**src/rtl/keypad_pkg.sv**
```systemverilog
// rtl/keypad_pkg.sv - shared constants for the keypad event filter
//
// Purpose: FSM state encoding, event kind bits, key-code names and the
//          event word layout shared by the filter and its event FIFO.
// Ports:   none (package).
package keypad_pkg;

  localparam logic [1:0] ST_IDLE     = 2'd0;
  localparam logic [1:0] ST_DEBOUNCE = 2'd1;
  localparam logic [1:0] ST_PRESSED  = 2'd2;

  localparam logic EV_PRESS   = 1'b0;
  localparam logic EV_RELEASE = 1'b1;

  localparam logic [3:0] KEY_A    = 4'hA;
  localparam logic [3:0] KEY_B    = 4'hB;
  localparam logic [3:0] KEY_C    = 4'hC;
  localparam logic [3:0] KEY_D    = 4'hD;
  localparam logic [3:0] KEY_STAR = 4'hE;
  localparam logic [3:0] KEY_HASH = 4'hF;

  localparam int EV_W = 5;

  // Event word: bit 4 = kind (press/release), bits 3:0 = key code.
  function automatic logic [EV_W-1:0] make_event(input logic kind, input logic [3:0] code);
    return {kind, code};
  endfunction

endpackage

```
**src/rtl/keypad_event_fifo.sv**
```systemverilog
// rtl/keypad_event_fifo.sv - first-word-fall-through event FIFO with sticky overflow
//
// Purpose: queues key events for the consumer; head is visible whenever
//          pop_valid is high. A push arriving while full is dropped unless a
//          pop happens in the same cycle; a dropped push sets overflow until reset.
// Ports:   clk, reset      - clock, synchronous active-high reset
//          push, push_data - write request and word
//          pop_valid       - FIFO non-empty
//          pop_data        - head word (0 while empty)
//          pop_ready       - consumer takes head when pop_valid && pop_ready
//          overflow        - sticky dropped-push flag
module keypad_event_fifo
  import keypad_pkg::*;
#(
  parameter int DEPTH = 4,
  parameter int WIDTH = EV_W
) (
  input  logic             clk,
  input  logic             reset,
  input  logic             push,
  input  logic [WIDTH-1:0] push_data,
  output logic             pop_valid,
  output logic [WIDTH-1:0] pop_data,
  input  logic             pop_ready,
  output logic             overflow
);

  localparam int AW = $clog2(DEPTH);
  localparam logic [AW:0] FULL_CNT = (AW+1)'(DEPTH);

  logic [WIDTH-1:0] mem [DEPTH];
  logic [AW-1:0]    wr_ptr;
  logic [AW-1:0]    rd_ptr;
  logic [AW:0]      count;
  logic             full;
  logic             do_pop;
  logic             do_push;

  assign full      = (count == FULL_CNT);
  assign pop_valid = (count != '0);
  // Gate the head so the output reads 0 out of reset instead of stale RAM.
  assign pop_data  = pop_valid ? mem[rd_ptr] : '0;
  assign do_pop    = pop_ready && pop_valid;
  assign do_push   = push && (!full || do_pop);

  always_ff @(posedge clk) begin
    if (do_push) begin
      mem[wr_ptr] <= push_data;
    end
  end

  always_ff @(posedge clk) begin
    if (reset) begin
      wr_ptr   <= '0;
      rd_ptr   <= '0;
      count    <= '0;
      overflow <= 1'b0;
    end else begin
      // Pointers wrap naturally because DEPTH is a power of two.
      if (do_push) wr_ptr <= wr_ptr + 1'b1;
      if (do_pop)  rd_ptr <= rd_ptr + 1'b1;
      case ({do_push, do_pop})
        2'b10:   count <= count + 1'b1;
        2'b01:   count <= count - 1'b1;
        default: count <= count;
      endcase
      if (push && !do_push) overflow <= 1'b1;
    end
  end

endmodule

```
**src/rtl/keypad_event_filter.sv**
```systemverilog
// rtl/keypad_event_filter.sv - debounces scanner strobes into press/release events
//
// Purpose: turns the row scanner's periodic key_valid strobes into debounced
//          press and release events queued for the UI/CPU, and reports the
//          currently held key.
// Ports:   clk, reset          - clock, synchronous active-high reset
//          key_code, key_valid - scanner stream (code sampled only with valid)
//          ev_data, ev_valid   - event head {release, code} / FIFO non-empty
//          ev_ready            - consumer accept
//          key_held, held_code - debounced held-key state
//          overflow            - sticky, an event was dropped on a full FIFO
module keypad_event_filter
  import keypad_pkg::*;
#(
  parameter int SCAN_PERIOD     = 4,
  parameter int DEBOUNCE_CYCLES = 16,
  parameter int RELEASE_CYCLES  = 16,
  parameter int FIFO_DEPTH      = 4
) (
  input  logic            clk,
  input  logic            reset,
  input  logic [3:0]      key_code,
  input  logic            key_valid,
  output logic [EV_W-1:0] ev_data,
  output logic            ev_valid,
  input  logic            ev_ready,
  output logic            key_held,
  output logic [3:0]      held_code,
  output logic            overflow
);

  localparam int GW = $clog2(RELEASE_CYCLES + 1);
  localparam int CW = $clog2(DEBOUNCE_CYCLES);
  localparam logic [GW-1:0] REL_C    = GW'(RELEASE_CYCLES);
  localparam logic [GW-1:0] SCAN_C   = GW'(SCAN_PERIOD);
  localparam logic [CW-1:0] CNT_LAST = CW'(DEBOUNCE_CYCLES - 1);

  logic [1:0]      state, state_n;
  logic [3:0]      cand, cand_n;
  logic [CW-1:0]   cnt, cnt_n;
  logic [3:0]      held_n;
  logic [GW-1:0]   gap, gap_next;
  logic            push;
  logic [EV_W-1:0] push_data;

  // Cycles since the last strobe, saturating. Decisions use the value the
  // counter takes at this edge so a release lands exactly RELEASE_CYCLES
  // cycles after the last strobe.
  always_comb begin
    gap_next = gap;
    if (key_valid)          gap_next = '0;
    else if (gap != REL_C)  gap_next = gap + 1'b1;
  end

  always_comb begin
    state_n   = state;
    cand_n    = cand;
    cnt_n     = cnt;
    held_n    = held_code;
    push      = 1'b0;
    push_data = make_event(EV_PRESS, cand);
    case (state)
      ST_IDLE: begin
        if (key_valid) begin
          cand_n  = key_code;
          cnt_n   = '0;
          state_n = ST_DEBOUNCE;
        end
      end
      ST_DEBOUNCE: begin
        if (key_valid && key_code != cand) begin
          cand_n = key_code;
          cnt_n  = '0;
        end else if (gap_next >= SCAN_C) begin
          state_n = ST_IDLE;
        end else if (cnt == CNT_LAST) begin
          state_n   = ST_PRESSED;
          held_n    = cand;
          push      = 1'b1;
          push_data = make_event(EV_PRESS, cand);
        end else begin
          cnt_n = cnt + 1'b1;
        end
      end
      ST_PRESSED: begin
        // Strobes of other codes only keep the gap at zero; no rollover.
        if (gap_next == REL_C) begin
          push      = 1'b1;
          push_data = make_event(EV_RELEASE, held_code);
          state_n   = ST_IDLE;
        end
      end
      default: state_n = ST_IDLE;
    endcase
  end

  always_ff @(posedge clk) begin
    if (reset) begin
      state     <= ST_IDLE;
      cand      <= '0;
      cnt       <= '0;
      gap       <= '0;
      held_code <= '0;
    end else begin
      state     <= state_n;
      cand      <= cand_n;
      cnt       <= cnt_n;
      gap       <= gap_next;
      held_code <= held_n;
    end
  end

  assign key_held = (state == ST_PRESSED);

  keypad_event_fifo #(
    .DEPTH(FIFO_DEPTH),
    .WIDTH(EV_W)
  ) u_fifo (
    .clk      (clk),
    .reset    (reset),
    .push     (push),
    .push_data(push_data),
    .pop_valid(ev_valid),
    .pop_data (ev_data),
    .pop_ready(ev_ready),
    .overflow (overflow)
  );

endmodule
```
**config.mk**
```make
export PLATFORM = sky130hd
export DESIGN_NAME = keypad_event_filter
export DESIGN_NICKNAME = d
export VERILOG_FILES = /design/src/rtl/keypad_pkg.sv /design/src/rtl/keypad_event_fifo.sv /design/src/rtl/keypad_event_filter.sv
export SDC_FILE = /design/constraint.sdc
export NUM_CORES = 1
export LEC_CHECK = 0
export BUFFER_PORTS_ARGS = -buffer_cell sky130_fd_sc_hd__buf_2
export CORE_MARGIN = 4
export CORE_UTILIZATION = 40
export DETAILED_ROUTE_END_ITERATION = 10
export REMOVE_ABC_BUFFERS = 1
export SYNTH_ARGS = -nofsm -noshare
export SYNTH_HDL_FRONTEND = slang
export SYNTH_SLANG_ARGS = --single-unit
```
**constraint.sdc**
```tcl
create_clock -name clk -period 6.1 [get_ports clk]
set_clock_uncertainty 0.05 [all_clocks]
set_input_delay 1.22 -clock clk [delete_from_list [all_inputs] [get_ports clk]]
set_output_delay 1.22 -clock clk [all_outputs]
set_load 0.1 [all_outputs]
```
Yosys cells after proc, flatten, opt, wreduce, memory -nomap -nowiden:

Memory sizes are Yosys's and may differ from the RTL's. A register that Yosys moved wholly into a read port is not among the register bits.
Index checks and enable logic that the tools add are counted.

* register bits after elaboration: 27
* word-level logic and storage cells: 79
* output and inout bits: 12
* memories: 1
* memory bits (writable): 20

Memories
* u_fifo.mem: words 4, width 5, rd ports 1, clocked after Yosys merged registers in 1, wr ports 1, RTL line keypad_event_fifo.sv:31 `logic [WIDTH-1:0] mem [DEPTH];`

* multiplexer cells: 29
* eq/ne operators: 16
* bitwise gates (word level): 2
* add/subtract/negate cells: 6
* order comparisons: 1
* reductions and logical operators: 15

Operators by type and width (number)
* $mux 5: 5
* $mux 4: 6
* $pmux 4 s2: 2
* $mux 2: 7
* $reduce_and 4->1: 3
* $ne 3x3->1 const B: 3
* $mux 1: 6
* $ne 2x2->1 const B: 3
* $pmux 2 s3: 1
* $pmux 3 s2: 1
* $add 5x1->5 const B: 1
* $eq 5x5->1 const B: 1
* $ge 5x3->1 const B: 1
* $ne 5x5->1 const B: 1
* $add 2x1->2 const B: 2
* $add 4x1->4 const B: 1
* $eq 2x1->1 const B: 2
* $eq 2x2->1 const B: 2
* $eq 4x4->1 const B: 1
* $logic_and 1x1->1: 4
* $ne 4x4->1: 1
* $reduce_bool 2->1: 2
* $add 3x1->3 const B: 1
* $eq 3x3->1 const B: 1
* other kinds (9): 11

Longest topological paths before layout:

Gate-level depths: netlist of the first run.

* depth after elaboration: 10
* mapped depth: 11
* gate-level depth less buffers: 11

By module:

Synthesis of the first run repeated with hierarchy kept, for this count alone.

* cell total of the unflattened synthesis: 225
* area, all modules: 2509.9 µm²

By module, submodules not included
* keypad_event_fifo: sequential area each 800.8 µm², cells each 88, area each 1286.2 µm², instances 1
* keypad_event_filter: sequential area each 380.4 µm², cells each 137, area each 1223.7 µm², instances 1

Least setup slack after synthesis of the first run:

No wires, ideal clock.

* path type: input to register
* from: in key_code[1]
* to: reg u_fifo.count[2]
* cell stages on the path: 10
* buffers on the path: 1
* slack: 2.279 ns
* required time: 5.927 ns
* data arrival time: 3.648 ns
* cells stage by stage: xor2_1 > o41a_1 > a211o_1 > buf_6 > a21oi_1 > nor2_1 > fa_1 > a2111oi_0 > a31oi_1 > mux2_1

* cells in the longest elaborated chain, start to end: 7
* elaborated cells between the ends (all ways): 9

Ends and longest elaborated chain
* start, declared: RTL line keypad_event_filter.sv:22 `input logic [3:0] key_code,`
* $ne 4x4->1 *: RTL line keypad_event_filter.sv:71 `if (key_valid && key_code != cand) begin`
* $logic_and 1x1->1 *: RTL line keypad_event_filter.sv:71
* $mux 1 *: RTL line keypad_event_filter.sv:71
* $pmux 1 s2 *: RTL line keypad_event_filter.sv:62 `case (state)`
* $logic_and 1x1->1 *: RTL line keypad_event_fifo.sv:44 `assign do_push = push && (!full || do_pop);`
* $eq 2x1->1 or $eq 2x2->1 (tied branches): RTL line keypad_event_fifo.sv:62 `case ({do_push, do_pop})`
* $pmux 3 s2 or $reduce_bool 2->1 (tied branches)
* end signal, assigned: RTL line keypad_event_fifo.sv:63 `2'b10: count <= count + 1'b1;`
* end signal, assigned: RTL line keypad_event_fifo.sv:64 `2'b01: count <= count - 1'b1;`
* end signal, assigned: RTL line keypad_event_fifo.sv:65 `default: count <= count;`
* end, declared: RTL line keypad_event_fifo.sv:34 `logic [AW:0] count;`

Mark *: on every way between the ends. The rest lies on a longest branch, timed or not.
A chain may end at the register's enable or synchronous reset.

Worst setup path in the final report of the first run:

Ends and elaborated chain as after synthesis.

==> impl_summary.txt, run 1 <==
----------------------------------------------------
[Outcome]
  Run status ... finished, final reports clean

[Global route]
  Initial antenna violation count ... 0
  Global-route wire length before repair ... 7527 um
  Pin count of the biggest net entering global routing ... 30
  Vias in the first global route ... 1,520
  All-Layer GR Usage ... 13.36%
  Remaining global-route overflow ... 0

[Floorplanning]
  I/O pin count ... 20
  Placeable Area ... 5886 um2
  Initial core utilization ... 41.01%
  Die Y ... 85.68 um
  Number of cell rows ... 28
  Total die area ... 7341 um2
  Die width ... 85.68 um

[Finish]
  Design area ... 2643 um2
  Antenna Cells ... 0
  Fin util ... 44.90%
  Area growth syn-to-layout ... 9.487%
  Number of nets in the layout ... 251
  Share of post-route cells with drive strength above 1 ... 16.74%

[Drt]
  Final routed DRC violation total ... 0
  Number of nets with antenna violations after detailed routing ... 0
  Count of vias placed by the detailed router ... 1,606
  Detailed router's first-iteration violation count ... 140
  DR pass1 iterations ... 4
  Mean routed wirelength per cell ... 14.09 um
  Vias per cell ... 5.214
  WL final ... 4340 um

[STA]
  Achievable clock frequency ... 259.8 MHz
  Fin Setup TNS ... 0 ns
  Final Hold Vio Count ... 0
  Count of final max-slew check failures ... 0
  Unrepaired setup endpoints after global routing ... no
  Final worst hold slack ... 0.4340 ns
  # setup viols final ... 0
  Portion of the clock cycle consumed by the worst path in the final layout ... 63.10%
  Least setup slack across all paths after layout ... 2.251 ns
  Actual transition at the worst max-transition pin ... 0.7936 ns
  Max-slew headroom ... 46.35%
  Fin crit period ... 3.849 ns

[Clock tree]
  Post-cts resize count ... 0
  Number of buffers between clock root and the deepest sink ... 2
  Number of buffers inserted to repair setup after CTS ... 0
  Hold-fix buffer count after cts ... 0
  Sink Count ... 49
  Clock root buffer master ... clkbuf_8
  Clock tree from TritonCTS ... yes
  Max H-tree Level ... 2
  Number of buffers inserted during clock tree synthesis ... 5
  Clock slew at reported path FFs ... 0.09 ns
  Clock latency on the worst-skew pair ... 0.30 ns

[Pwr]
  Maximum ir drop on the vdd rail ... 0.1737 mV
  Sequential cell fraction of total power ... 43.8%
  Gate power share ... 34.7%
  Internal power ... 0.5400 mW
  Net Sw Frac ... 39.49%
  Switching power ... 0.3524 mW
  Cell leakage power ... 1.038 nW
  PD cells ... 337.7 nW/um2
  Clock share of power ... 21.6%

[Synth]
  Leading cell type by number of instances after synthesis ... dfxtp_1
  Flop and latch count out of synthesis ... 49
  Leading cell types by count after synthesis ... dfxtp_1 (29), nor2_1 (26), edfxtp_1 (20), mux2i_1 (13), ha_1 (10)
  Compound-cell area share of the yosys netlist ... 8.035%
  Synthesized area per cell ... 11.17 um2
  Post-synthesis instance total ... 216
  Synth async-reset ratio ... 0%
  Synth Area in Adders ... 6.013%
  Top-area cell type share of the netlist area ... 24.88%
  Netlist area before placement ... 2414 um2
  Multiplexer share of the synthesized area ... 12.86%
  Basic-gate share of the synthesized area counting and, or, nand and nor cells ... 16.07%
  Main flop type after synthesis ... dfxtp_1
  Main area contributors after synthesis ... edfxtp_1 (25%), dfxtp_1 (24%), mux2i_1 (5.4%)
  Cell accounting for the most synthesized area ... edfxtp_1
  Proportion of synthesized chip area in sequential cells ... 48.94%
  YS warnings ... 0
  Count of cell types in the netlist ... 48
  Synth Area in XOR/XNOR ... 4.717%
  Post-synth EDFFs ... 20
  Combinational family with the most area after synthesis ... simple AND/OR/NAND/NOR gates

[Placed design]
  Post-detailed-placement half-perimeter wirelength ... 3121 um
  Pre-CTS WS ... 1.957 ns
  Post-detailed-placement cell area ... 2555 um2
  Routability cong. ... 0.7817
  Port Buf Inserts ... 19

[Setup path]
  Largest stage delay on the critical path ... 0.51 ns
  Worst setup SP type ... input pin
  Data required, critical path ... 6.25 ns
  Worst Setup Path Type ... input pin to flop
  Cell type of the slowest stage on the worst timing path ... o41a_1
  Critical-path maximum fanout ... 6
  Crit-path cells ... buf_2, xor2_1, o41a_1, a211o_1, a21oi_1, nor2_1, fa_1, a2111oi_0, a31oi_1, mux2_1
  Worst setup EP type ... flop
  Minimum setup slack among reg-to-reg paths ... 2.82 ns
  Arrival time of the worst setup path ... 4.00 ns

[Job]
  Max-capacitance violation count ... 0

[Hold path]
  Hold Path Class ... flop to flop

----------------------------------------------------
-- per-layer routing --
metal / wire, um / share of wire [%] / vias up / GRT usage, %
met5: 0 / 0 / - / 0
met4: 98 / 2.3 / 0 / 5.612
met3: 172 / 4.0 / 9 / 3.746
met2: 1973 / 45 / 25 / 20.13
met1: 2095 / 48 / 777 / 18.04
li1: - / - / 795 / -
-- cell families after synthesis --
group,after synthesis
xor gates and xnor gates,13
adders and majority gates,11
AOI/OAI and AO/OA,26
muxes,24
DFF,49
and+or+nand+nor,74
buffers and inverters,19
-- area by class of cell --
class | count | area (um2)
clock buffers | 6 | 72.57
fillers | 575 | 3243
flip-flops and latches | 49 | 1181
repair buffers | 19 | 95.09
well taps | 75 | 93.84
clock inverters | 2 | 15.01
multi-input cells | 148 | 1151
inverters | 9 | 33.78
-- layout by cell type (no fill, tap or decap), drive strengths merged, types with 4 or more instances in the layout --
master,count
nand3,6
ha,10
nor2b,5
inv,9
mux4,5
clkbuf,6
mux2,6
nor2,26
nand2b,4
and2,10
xnor2,4
buf,19
xor2,9
nand2,6
dfxtp,29
a21oi,8
mux2i,13
edfxtp,20
-- registers in the layout, summed over array words and instances (netlist names), named ones only --
register and flops:
u_fifo.mem 20, gap 5, cand 4, cnt 4, held_code 4, u_fifo.count 3, state 2, u_fifo.rd_ptr 2
u_fifo.wr_ptr 2, u_fifo.overflow 1
-- through the flow --
step	cells	power, mW
detailed placement	300	0.7086
global placement	300	0.7074
finish	308	0.8923
floorplan	206	0.6521
CTS	308	0.9001
global route	308	0.9504
-- power by group through the flow --
stage	registers (mW)	logic [mW]	clock network, mW
finish	0.391	0.309	0.192
global route	0.396	0.341	0.213
CTS	0.392	0.311	0.198
detailed placement	0.399	0.310	0
global placement	0.399	0.309	0
floorplan	0.392	0.260	0
-- final timing paths --
check                               startpoint                           end  cells after the start
setup reg to reg             gap[0]$_SDFF_PP0_  u_fifo.count[2]$_SDFFE_PP0P_                     10
hold / removal    u_fifo.overflow$_SDFFE_PP0P_  u_fifo.overflow$_SDFFE_PP0P_                      2
setup / recovery                   key_code[1]  u_fifo.count[2]$_SDFFE_PP0P_                     10
hold reg to reg   u_fifo.overflow$_SDFFE_PP0P_  u_fifo.overflow$_SDFFE_PP0P_                      2
-- critical path, delay by kind of cell --
| kind | cells | cell delay [ns] |
|---|---|---|
| compound gates | 5 | 1.65 |
| xor+xnor | 1 | 0.16 |
| fa+ha+maj | 1 | 0.44 |
| buf+inv | 1 | 0.11 |
| mux | 1 | 0.32 |
| simple gates | 1 | 0.11 |
Note: power is estimated with default switching activity, not from simulation.
==> run 2: changes to the inputs <==
==> constraint.sdc (replaced) <==
create_clock -name clk -period 3.7 [get_ports clk]
set_clock_uncertainty 0.05 [all_clocks]
set_input_delay 0.74 -clock clk [delete_from_list [all_inputs] [get_ports clk]]
set_output_delay 0.74 -clock clk [all_outputs]
set_load 0.1 [all_outputs]
==> impl_summary.txt, run 2 (synthesis results as in run 1) <==
----------------------------------------------------
[Outcome]
  Run status ... finished, final reports clean (unchanged)

[Finish]
  Commonest non-fill, non-tap cell in the layout ... dfxtp_1 (unchanged)
  Post-layout instance count excluding filler cells ... 310 (was 308)
  Largest register FFs ... 20 (unchanged)
  Largest reg by FF count ... u_fifo.mem (unchanged)
  Most frequent cells in the layout ... dfxtp_1 (29), nor2_1 (26), edfxtp_1 (20) (unchanged)
  Fin util ... 45.28% (was 44.90%)
  Area of the multi-input gates ... 1151 um2 (unchanged)
  Area growth syn-to-layout ... 10.42% (was 9.487%)
  Antenna Cells ... 0 (unchanged)
  Fill cell total of the finished layout ... 543 (was 575)
  Registers with the most flip-flops ... u_fifo.mem (20), gap (5) (unchanged)
  Design area ... 2665 um2 (was 2643 um2)
  Number of nets in the layout ... 253 (was 251)
  Area taken by flip-flops and latches ... 1181 um2 (unchanged)
  Share of post-route cells with drive strength above 1 ... 17.45% (was 16.74%)

[STA]
  Unrepaired setup endpoints after global routing ... no (unchanged)
  Actual transition at the worst max-transition pin ... 0.9440 ns (was 0.7936 ns)
  Least setup slack across all paths after layout ... 0.5562 ns (was 2.251 ns)
  Fin Setup TNS ... 0 ns (unchanged)
  Fin crit period ... 3.144 ns
  Final Hold Vio Count ... 0 (unchanged)
  Final worst hold slack ... 0.4194 ns (was 0.4340 ns)
  Max-slew headroom ... 36.18% (was 46.35%)
  Count of final max-slew check failures ... 0 (unchanged)
  # setup viols final ... 0 (unchanged)
  Achievable clock frequency ... 318.1 MHz
  Portion of the clock cycle consumed by the worst path in the final layout ... 84.97%

[Floorplanning]
  Total die area ... 7341 um2 (unchanged)
  Die Y ... 85.68 um (unchanged)
  I/O pin count ... 20 (unchanged)
  Initial core utilization ... 41.01% (unchanged)
  Die width ... 85.68 um (unchanged)
  Placeable Area ... 5886 um2 (unchanged)
  Number of cell rows ... 28 (unchanged)

[Clock tree]
  Clock tree from TritonCTS ... yes (unchanged)
  Number of buffers between clock root and the deepest sink ... 2 (unchanged)
  Clock slew at reported path FFs ... 0.09 ns (about the same)
  Clock root buffer master ... clkbuf_8 (unchanged)
  Clock latency on the worst-skew pair ... 0.30 ns (about the same)
  Post-cts resize count ... 0 (unchanged)
  Hold-fix buffer count after cts ... 0 (unchanged)
  Number of buffers inserted during clock tree synthesis ... 5 (unchanged)
  Max H-tree Level ... 2 (unchanged)
  Sink Count ... 49 (unchanged)
  Number of buffers inserted to repair setup after CTS ... 0 (unchanged)

[Setup path]
  Worst setup SP type ... input pin (unchanged)
  CP Launch Point ... key_code[1] (unchanged)
  Minimum setup slack among reg-to-reg paths ... 0.59 ns (was 2.82 ns)
  Worst Setup Path Type ... input pin to flop (unchanged)
  Cell depth of the worst flop-to-flop path ... 11 (was 10)
  Reg-to-reg critical path startpoint ... gap[0]$_SDFF_PP0_ (unchanged)
  Worst setup EP type ... flop (unchanged)
  Arrival time of the worst setup path ... 3.28 ns (was 4.00 ns)
  Capture point of the worst reg-to-reg path ... u_fifo.count[2]$_SDFFE_PP0P_ (unchanged)
  Critical-path maximum fanout ... 5 (was 6)
  Data required, critical path ... 3.84 ns (was 6.25 ns)

[Pwr]
  Power Total ... 1.479 mW (was 0.8923 mW)
  Maximum ir drop on the vdd rail ... 0.2666 mV (was 0.1737 mV)
  Clock share of power ... 22.0% (was 21.6%)
  Net Sw Frac ... 38.56% (was 39.49%)
  Gate power share ... 34.4% (was 34.7%)
  PD cells ... 554.9 nW/um2 (was 337.7 nW/um2)
  Internal power ... 0.9085 mW (was 0.5400 mW)
  Sequential cell fraction of total power ... 43.5% (was 43.8%)
  Switching power ... 0.5703 mW (was 0.3524 mW)
  Cell leakage power ... 1.059 nW (was 1.038 nW)

[Global route]
  Remaining global-route overflow ... 0 (unchanged)
  Pin count of the biggest net entering global routing ... 30 (unchanged)
  Vias in the first global route ... 1,544 (was 1,520)
  Initial antenna violation count ... 0 (unchanged)
  All-Layer GR Usage ... 12.87% (was 13.36%)
  Global-route wire length before repair ... 7327 um (was 7527 um)

[Job]
  Max-capacitance violation count ... 0 (unchanged)

[Placed design]
  Port Buf Inserts ... 19 (unchanged)
  Pre-CTS WS ... 0.3217 ns (was 1.957 ns)
  # placed instances ... 302 (was 300)
  Routability cong. ... 0.7416 (was 0.7817)
  Post-detailed-placement cell area ... 2570 um2 (was 2555 um2)
  Post-detailed-placement half-perimeter wirelength ... 3311 um (was 3121 um)

[Hold path]
  Hold path endpoint ... u_fifo.overflow$_SDFFE_PP0P_ (unchanged)
  Cells on Worst Hold Path ... 2 (unchanged)
  Hold Path Class ... flop to flop (unchanged)
  Startpoint of the lowest-slack hold path ... u_fifo.overflow$_SDFFE_PP0P_ (unchanged)

[Drt]
  Number of nets with antenna violations after detailed routing ... 0 (unchanged)
  Detailed router's first-iteration violation count ... 47 (was 140)
  WL final ... 4518 um (was 4340 um)
  Count of vias placed by the detailed router ... 1,587 (was 1,606)
  Final routed DRC violation total ... 0 (unchanged)
  Mean routed wirelength per cell ... 14.57 um (was 14.09 um)
  DR pass1 iterations ... 4 (unchanged)
  Vias per cell ... 5.119 (was 5.214)

----------------------------------------------------
## run 2: cell types whose count changed in the layout (fill, tap and decap cells not counted)
cell,change
clkbuf_1,-1
inv_6,+1
clkbuf_8,+1
clkinv_1,+1
clkinvlp_4,-2
buf_4,+2
## run 2: worst max-delay path by stage
| stage | endpoint | cells past startpoint |
|---|---|---|
| after detailed placement | u_fifo.count[2]$_SDFFE_PP0P_ | 10 |
| after global routing | u_fifo.count[2]$_SDFFE_PP0P_ | 11 |
| after CTS | u_fifo.count[2]$_SDFFE_PP0P_ | 10 |
| final | u_fifo.count[2]$_SDFFE_PP0P_ | 10 |
| after global placement | u_fifo.count[2]$_SDFFE_PP0P_ | 10 |
| after floorplan | u_fifo.count[2]$_SDFFE_PP0P_ | 9 |
## run 2: critical path, cell delays in order
cell       delay [ns]
buf_2            0.11
xor2_1           0.16
o41a_1           0.50
a211o_1          0.32
a21oi_1          0.19
nor2_1           0.08
fa_1             0.43
a2111oi_0        0.33
a31oi_1          0.10
mux2_1           0.32
## run 2: power by group through the flow
stage / sequential [mW] / clock [mW] / combinational, mW
finish: 0.644 / 0.326 / 0.509
detailed placement: 0.658 / 0 / 0.509
global placement: 0.656 / 0 / 0.509
CTS: 0.645 / 0.338 / 0.513
global route: 0.652 / 0.360 / 0.548
floorplan: 0.646 / 0 / 0.429
## run 2: area by class of cell
cell class / count / area share (%)
inverter: 9 / 1.268
multi-input combinational: 148 / 43.19
timing repair buffer: 21 / 4.131
clock buffer: 6 / 3.099
clock inverter: 2 / 0.4695
tap: 75 / 3.521
sequential: 49 / 44.32
## run 2: routing by layer
metal	share of wire, %	up-vias	global-route usage [%]
li1	-	802	-
met1	45	752	16.15
met2	50	28	22.03
met3	3.3	5	2.402
met4	1.4	0	4.748
met5	0	-	0
